**config.mk**
```make
export PLATFORM = sky130hd
export DESIGN_NAME = serial_work_rx
export DESIGN_NICKNAME = d
export VERILOG_FILES = /design/src/rtl/serial_work_rx_pkg.sv /design/src/rtl/serial_work_rx_uart_rx.sv /design/src/rtl/serial_work_rx.sv
export SDC_FILE = /design/constraint.sdc
export NUM_CORES = 1
export LEC_CHECK = 0
export ABC_CLOCK_PERIOD_IN_PS = 2100
export CAP_MARGIN = 0
export CORE_ASPECT_RATIO = 1.1
export CORE_UTILIZATION = 50
export DETAILED_ROUTE_END_ITERATION = 7
export PLACE_DENSITY = 0.73
export SETUP_SLACK_MARGIN = 0.4
export SLEW_MARGIN = 15
export SYNTH_ARGS = -nofsm -noshare
export SYNTH_HDL_FRONTEND = slang
export SYNTH_SLANG_ARGS = --single-unit
```
**constraint.sdc**
```tcl
create_clock -name clk -period 2.1 [get_ports clk]
set_input_delay 0.315 -clock clk [delete_from_list [all_inputs] [get_ports clk]]
set_output_delay 0.315 -clock clk [all_outputs]
set_load 0.05 [all_outputs]
```
**src/rtl/serial_work_rx_pkg.sv**
```systemverilog
// Shared constants and receiver state type for the serial work-message receiver.
package serial_work_rx_pkg;

  localparam int MSG_BYTES  = 44;
  localparam int MIDSTATE_W = 256;
  localparam int DATA_W     = 96;
  localparam int ASM_W      = MIDSTATE_W + DATA_W;
  localparam int BYTE_CNT_W = 6;

  typedef enum logic [1:0] {
    RX_IDLE,
    RX_START,
    RX_DATA,
    RX_STOP
  } rx_state_t;

endpackage

```
**src/rtl/serial_work_rx_uart_rx.sv**
```systemverilog
// 8N1 byte receiver: 2-flop synchronizer plus a mid-bit sampling FSM.
// state    | meaning
// RX_IDLE  | line idle, waiting for a synchronized low level
// RX_START | half a bit into the start bit, confirm it is still low
// RX_DATA  | sampling 8 data bits LSB first, one per bit time
// RX_STOP  | sampling the stop bit; high accepts the byte, low flags a frame error
module uart_rx_byte
  import serial_work_rx_pkg::*;
#(
  parameter int CLKS_PER_BIT = 100
) (
  input  logic       clk,
  input  logic       rst_n,
  input  logic       rxd,
  output logic [7:0] rx_byte,
  output logic       rx_strobe,
  output logic       frame_err,
  output rx_state_t  state
);

  localparam int TMR_W = $clog2(CLKS_PER_BIT) + 1;
  localparam logic [TMR_W-1:0] HALF_LOAD = TMR_W'(CLKS_PER_BIT / 2 - 1);
  localparam logic [TMR_W-1:0] BIT_LOAD  = TMR_W'(CLKS_PER_BIT - 1);

  logic             rxd_meta;
  logic             rxd_sync;
  logic [TMR_W-1:0] timer;
  logic [2:0]       bit_idx;
  logic [7:0]       shift;
  logic             timer_done;

  assign timer_done = (timer == '0);

  always_ff @(posedge clk or negedge rst_n) begin
    if (!rst_n) begin
      rxd_meta <= 1'b1;
      rxd_sync <= 1'b1;
    end else begin
      rxd_meta <= rxd;
      rxd_sync <= rxd_meta;
    end
  end

  always_ff @(posedge clk or negedge rst_n) begin
    if (!rst_n) begin
      state     <= RX_IDLE;
      timer     <= '0;
      bit_idx   <= '0;
      shift     <= '0;
      rx_byte   <= '0;
      rx_strobe <= 1'b0;
      frame_err <= 1'b0;
    end else begin
      rx_strobe <= 1'b0;
      frame_err <= 1'b0;
      case (state)
        RX_IDLE: begin
          if (!rxd_sync) begin
            state <= RX_START;
            timer <= HALF_LOAD;
          end
        end
        RX_START: begin
          if (!timer_done) begin
            timer <= timer - 1'b1;
          end else if (!rxd_sync) begin
            state   <= RX_DATA;
            timer   <= BIT_LOAD;
            bit_idx <= '0;
          end else begin
            state <= RX_IDLE;
          end
        end
        RX_DATA: begin
          if (!timer_done) begin
            timer <= timer - 1'b1;
          end else begin
            shift <= {rxd_sync, shift[7:1]};
            timer <= BIT_LOAD;
            if (bit_idx == 3'd7) begin
              state <= RX_STOP;
            end else begin
              bit_idx <= bit_idx + 1'b1;
            end
          end
        end
        RX_STOP: begin
          if (!timer_done) begin
            timer <= timer - 1'b1;
          end else begin
            state <= RX_IDLE;
            if (rxd_sync) begin
              rx_byte   <= shift;
              rx_strobe <= 1'b1;
            end else begin
              frame_err <= 1'b1;
            end
          end
        end
        default: state <= RX_IDLE;
      endcase
    end
  end

endmodule

```
**src/rtl/serial_work_rx.sv**
```systemverilog
// Assembles 44 received bytes into a 256-bit midstate and 96-bit data tail,
// discarding partial messages after a line-idle timeout or a framing error.
module serial_work_rx
  import serial_work_rx_pkg::*;
#(
  parameter int CLKS_PER_BIT = 100,
  parameter int TIMEOUT_BITS = 64
) (
  input  logic                  clk,
  input  logic                  rst_n,
  input  logic                  RxD,
  output logic [MIDSTATE_W-1:0] midstate,
  output logic [DATA_W-1:0]     data,
  output logic                  work_valid,
  output logic                  frame_err,
  output logic                  busy
);

  localparam int TIMEOUT_CLKS = TIMEOUT_BITS * CLKS_PER_BIT;
  localparam int IDLE_W       = $clog2(TIMEOUT_CLKS + 1);
  localparam logic [IDLE_W-1:0]     IDLE_LOAD = IDLE_W'(TIMEOUT_CLKS - 1);
  localparam logic [BYTE_CNT_W-1:0] LAST_BYTE = BYTE_CNT_W'(MSG_BYTES - 1);

  logic [7:0]            rx_byte;
  logic                  rx_strobe;
  logic                  rx_ferr;
  rx_state_t             rx_state;
  logic [ASM_W-1:0]      assembly;
  logic [ASM_W-1:0]      asm_next;
  logic [BYTE_CNT_W-1:0] byte_cnt;
  logic [IDLE_W-1:0]     idle_tmr;
  logic                  timeout;

  uart_rx_byte #(
    .CLKS_PER_BIT(CLKS_PER_BIT)
  ) u_rx (
    .clk       (clk),
    .rst_n     (rst_n),
    .rxd       (RxD),
    .rx_byte   (rx_byte),
    .rx_strobe (rx_strobe),
    .frame_err (rx_ferr),
    .state     (rx_state)
  );

  assign frame_err = rx_ferr;
  assign busy      = (byte_cnt != '0);
  assign asm_next  = {assembly[ASM_W-9:0], rx_byte};
  assign timeout   = busy && (rx_state == RX_IDLE) && (idle_tmr == '0);

  // Idle timer only runs between frames of a partial message.
  always_ff @(posedge clk or negedge rst_n) begin
    if (!rst_n) begin
      idle_tmr <= IDLE_LOAD;
    end else if (rx_strobe || !busy || timeout) begin
      idle_tmr <= IDLE_LOAD;
    end else if (rx_state == RX_IDLE) begin
      idle_tmr <= idle_tmr - 1'b1;
    end
  end

  always_ff @(posedge clk or negedge rst_n) begin
    if (!rst_n) begin
      assembly   <= '0;
      midstate   <= '0;
      data       <= '0;
      byte_cnt   <= '0;
      work_valid <= 1'b0;
    end else begin
      work_valid <= 1'b0;
      if (rx_strobe) begin
        assembly <= asm_next;
        if (byte_cnt == LAST_BYTE) begin
          midstate   <= asm_next[ASM_W-1:DATA_W];
          data       <= asm_next[DATA_W-1:0];
          work_valid <= 1'b1;
          byte_cnt   <= '0;
        end else begin
          byte_cnt <= byte_cnt + 1'b1;
        end
      end else if (rx_ferr || timeout) begin
        byte_cnt <= '0;
      end
    end
  end

endmodule

```
==> results.sh <==
export IMPL_min_path_type="in2reg"
export IMPL_rows=93
export IMPL_holdWs_ns=0.127
export IMPL_worstSkewPairLatency_ns=0.60
export IMPL_drt_iter0_markers=790
export IMPL_syn_nets=1724
export IMPL_path_clk_slew_ns=0.06
export IMPL_globalRoute_totalOverflow=0
export IMPL_power_w=0.0283
export IMPL_async_reset_ff_frac=1.00
export IMPL_routabilityCongestion=0.821
export IMPL_vdd_drop_max_mv=0.584
export IMPL_drt_wl_total_um=64800
export IMPL_final_cell_mix="dfrtp_1 (734), mux2_2 (425), mux2_4 (287)"
export IMPL_antenna_cells=0
export IMPL_ys_ff_latch=749
export IMPL_yosysUniqueCellTypes=60
export IMPL_worstSetupStartpointType="flip-flop"
export IMPL_p_leak_nw=19.0
export IMPL_dieWidth_um=234
export IMPL_grt_max_degree=96
export IMPL_fin_worst_skew_ns=0.0182
export IMPL_boundaryPins=358
export IMPL_antenna_left=0
export IMPL_hold_viol_final=0
export IMPL_antenna_found_initial=0
export IMPL_synth_main_ff_cell="dfrtp_1"
export IMPL_core_mm2=0.0586
export IMPL_port_buffers=357
export IMPL_drtPass1Iterations=4
export IMPL_grt_pass1_wl_um=100000
export IMPL_seq_area_frac_synth=0.632
export IMPL_worstPathRequired_ns=2.59
export IMPL_worstSetupEndpointType="flip-flop"
export IMPL_fin_nets=2185
export IMPL_synth_edff_count=0
export IMPL_fillers=4397
export IMPL_drc=0
export IMPL_dieArea_mm2=0.0603
export IMPL_tns_ns=0
export IMPL_power_density_mw_per_mm2=783
export IMPL_grt_total_usage=0.212
export IMPL_layout_setup_ws_ns=0.176
export IMPL_slew_headroom=0.618
export IMPL_num_vias=15700
export IMPL_reg2reg_slack_ns=0.18
export IMPL_period_needed_ns=1.92
export IMPL_avgSynthCellArea_um2=17.3
export IMPL_yosys_warnings=0
export IMPL_cts_buffer_depth=3
export IMPL_areaGrowthSynthToFinish_pct=22.1
export IMPL_drv_cap=0
export IMPL_dpl_hpwl_um=41500
export IMPL_period_share=0.916
export IMPL_grt_pass1_vias=16900
export IMPL_crit_type="reg2reg"
export IMPL_dp_slack_ns=-0.0205
export IMPL_max_freq_ghz=0.520
export IMPL_utilization=0.618
export IMPL_cts_sinks=749
export IMPL_start_util=0.506
export IMPL_status="complete, no violations"
export IMPL_synthCells=1711
export IMPL_layout_commonest_cell="dfrtp_1"
export IMPL_rsz0062_at_grt="yes"
export IMPL_critPathMaxFanout=5
export IMPL_routed_via_density=5.27
export IMPL_die_height_um=258
export IMPL_numCtsBuffers=77
export IMPL_cts_tree="done"
export IMPL_wire_per_inst_um=21.7
export IMPL_cp_data_arrival_time_ns=2.41
export IMPL_tightest_slew_ns=0.571
export IMPL_syn_area_mm2=0.0297
export IMPL_drive_gt1_frac=0.605
export IMPL_setup_violations=0
export IMPL_h_tree_depth=3
export IMPL_slew_viol_final=0
export IMPL_clockRootBuffer="clkbuf_16"
worst paths after layout:
path                          startpoint              end  cells past startpoint
min reg2reg                u_rx.rxd_meta    u_rx.rxd_sync                      0
min in group asynchronous          rst_n         data[86]                      2
min                                  RxD    u_rx.rxd_meta                      1
max in group asynchronous          rst_n    midstate[198]                      3
max reg2reg                u_rx.timer[1]  u_rx.bit_idx[0]                      7
max                        u_rx.timer[1]  u_rx.bit_idx[0]                      7
registers in the layout, indices dropped and copies added, names as in the netlist, 3 cells and up, named ones only:
register,cells
data,96
u_rx.bit_idx,3
midstate,256
u_rx.shift,8
idle_tmr,13
byte_cnt,6
u_rx.timer,8
u_rx.rx_byte,8
assembly,344
routing by layer:
layer,track usage,vias to the layer above,share of wire
li1,-,7033,-
met1,0.278,8288,0.42
met2,0.338,331,0.50
met3,0.0567,92,0.059
met4,0.0727,0,0.023
met5,0,-,0
cells in the mapped netlist, types with 2 or more instances:
| cell | instances | area (um2) |
|---|---|---|
| a31oi_1 | 2 | 12.5 |
| o21ai_0 | 12 | 60.1 |
| a22o_1 | 2 | 17.5 |
| mux2i_1 | 2 | 20.0 |
| nand2_1 | 22 | 82.6 |
| a21oi_1 | 8 | 40.0 |
| buf_6 | 9 | 101 |
| a32o_1 | 2 | 20.0 |
| mux2_1 | 16 | 180 |
| dfrtp_1 | 737 | 18400 |
| o211ai_1 | 2 | 15.0 |
| nand3_1 | 9 | 45.0 |
| nand4_1 | 2 | 12.5 |
| inv_1 | 10 | 37.5 |
| nor4_1 | 2 | 12.5 |
| mux2_4 | 269 | 4040 |
| clkbuf_1 | 11 | 41.3 |
| nor2b_1 | 4 | 25.0 |
| xnor2_1 | 9 | 78.8 |
| buf_12 | 21 | 420 |
| o31ai_1 | 2 | 15.0 |
| nor3b_1 | 2 | 15.0 |
| nor2_1 | 14 | 52.6 |
| dfstp_2 | 12 | 315 |
| and3_1 | 2 | 12.5 |
| and2_1 | 3 | 18.8 |
| o22ai_1 | 2 | 12.5 |
| xor2_1 | 3 | 26.3 |
| o41ai_1 | 2 | 17.5 |
| ha_1 | 10 | 125 |
| nor3_1 | 7 | 35.0 |
| buf_4 | 8 | 60.1 |
| a21boi_0 | 2 | 15.0 |
| buf_2 | 34 | 170 |
| mux2_2 | 428 | 4820 |
| a21o_1 | 3 | 22.5 |
| or3_1 | 3 | 18.8 |
metrics by stage:
step / std cells / instance area, um2
final: 2985 / 36200
after global routing: 2985 / 36200
after CTS: 2944 / 36100
after detailed placement: 2799 / 34200
after global placement: 2799 / 34200
after floorplan: 1711 / 29800
critical path: stages (launching register included):
cell	delay (ns)
dfrtp_1	0.42
inv_2	0.11
ha_4	0.13
nor3b_4	0.23
buf_6	0.16
nand3b_1	0.11
a221o_1	0.36
mux2_4	0.27
cell type report:
cell class,count,area [um2],area share
Inverter,12,71.3,0.00197
Clock inverter,16,216,0.00598
Clock buffer,116,2290,0.0631
Tap cell,760,951,0.0263
Sequential cell,749,18800,0.518
Timing Repair inverter,2,32.5,0.000898
Multi-Input combinational cell,867,10400,0.287
Timing Repair Buffer,463,3490,0.0963
report_power, final:
| part | total, W | internal (W) | switching (W) |
|---|---|---|---|
| Sequential | 0.0144 | 0.0144 | 0.00000407 |
| Clock | 0.0135 | 0.00800 | 0.00554 |
| Combinational | 0.000361 | 0.0000729 | 0.000288 |
cells by family after synthesis:
logic type,share of synthesized area
buffers and inverters,0.0289
and+or+nand+nor,0.0158
adders and majority gates,0.00422
muxes,0.305
AOI/OAI and AO/OA,0.0101
DFF,0.632
xor gates and xnor gates,0.00354
repair_timing:
action                                 CTS  global route
setup endpoints to repair              937           882
gates cloned                             3            12
resized for setup                      966           448
setup buffers                            9            29
hold buffers                             1             0
endpoints found under the hold margin   92             0
pin swaps                                5            20
Power figures use the tool's default switching activity.
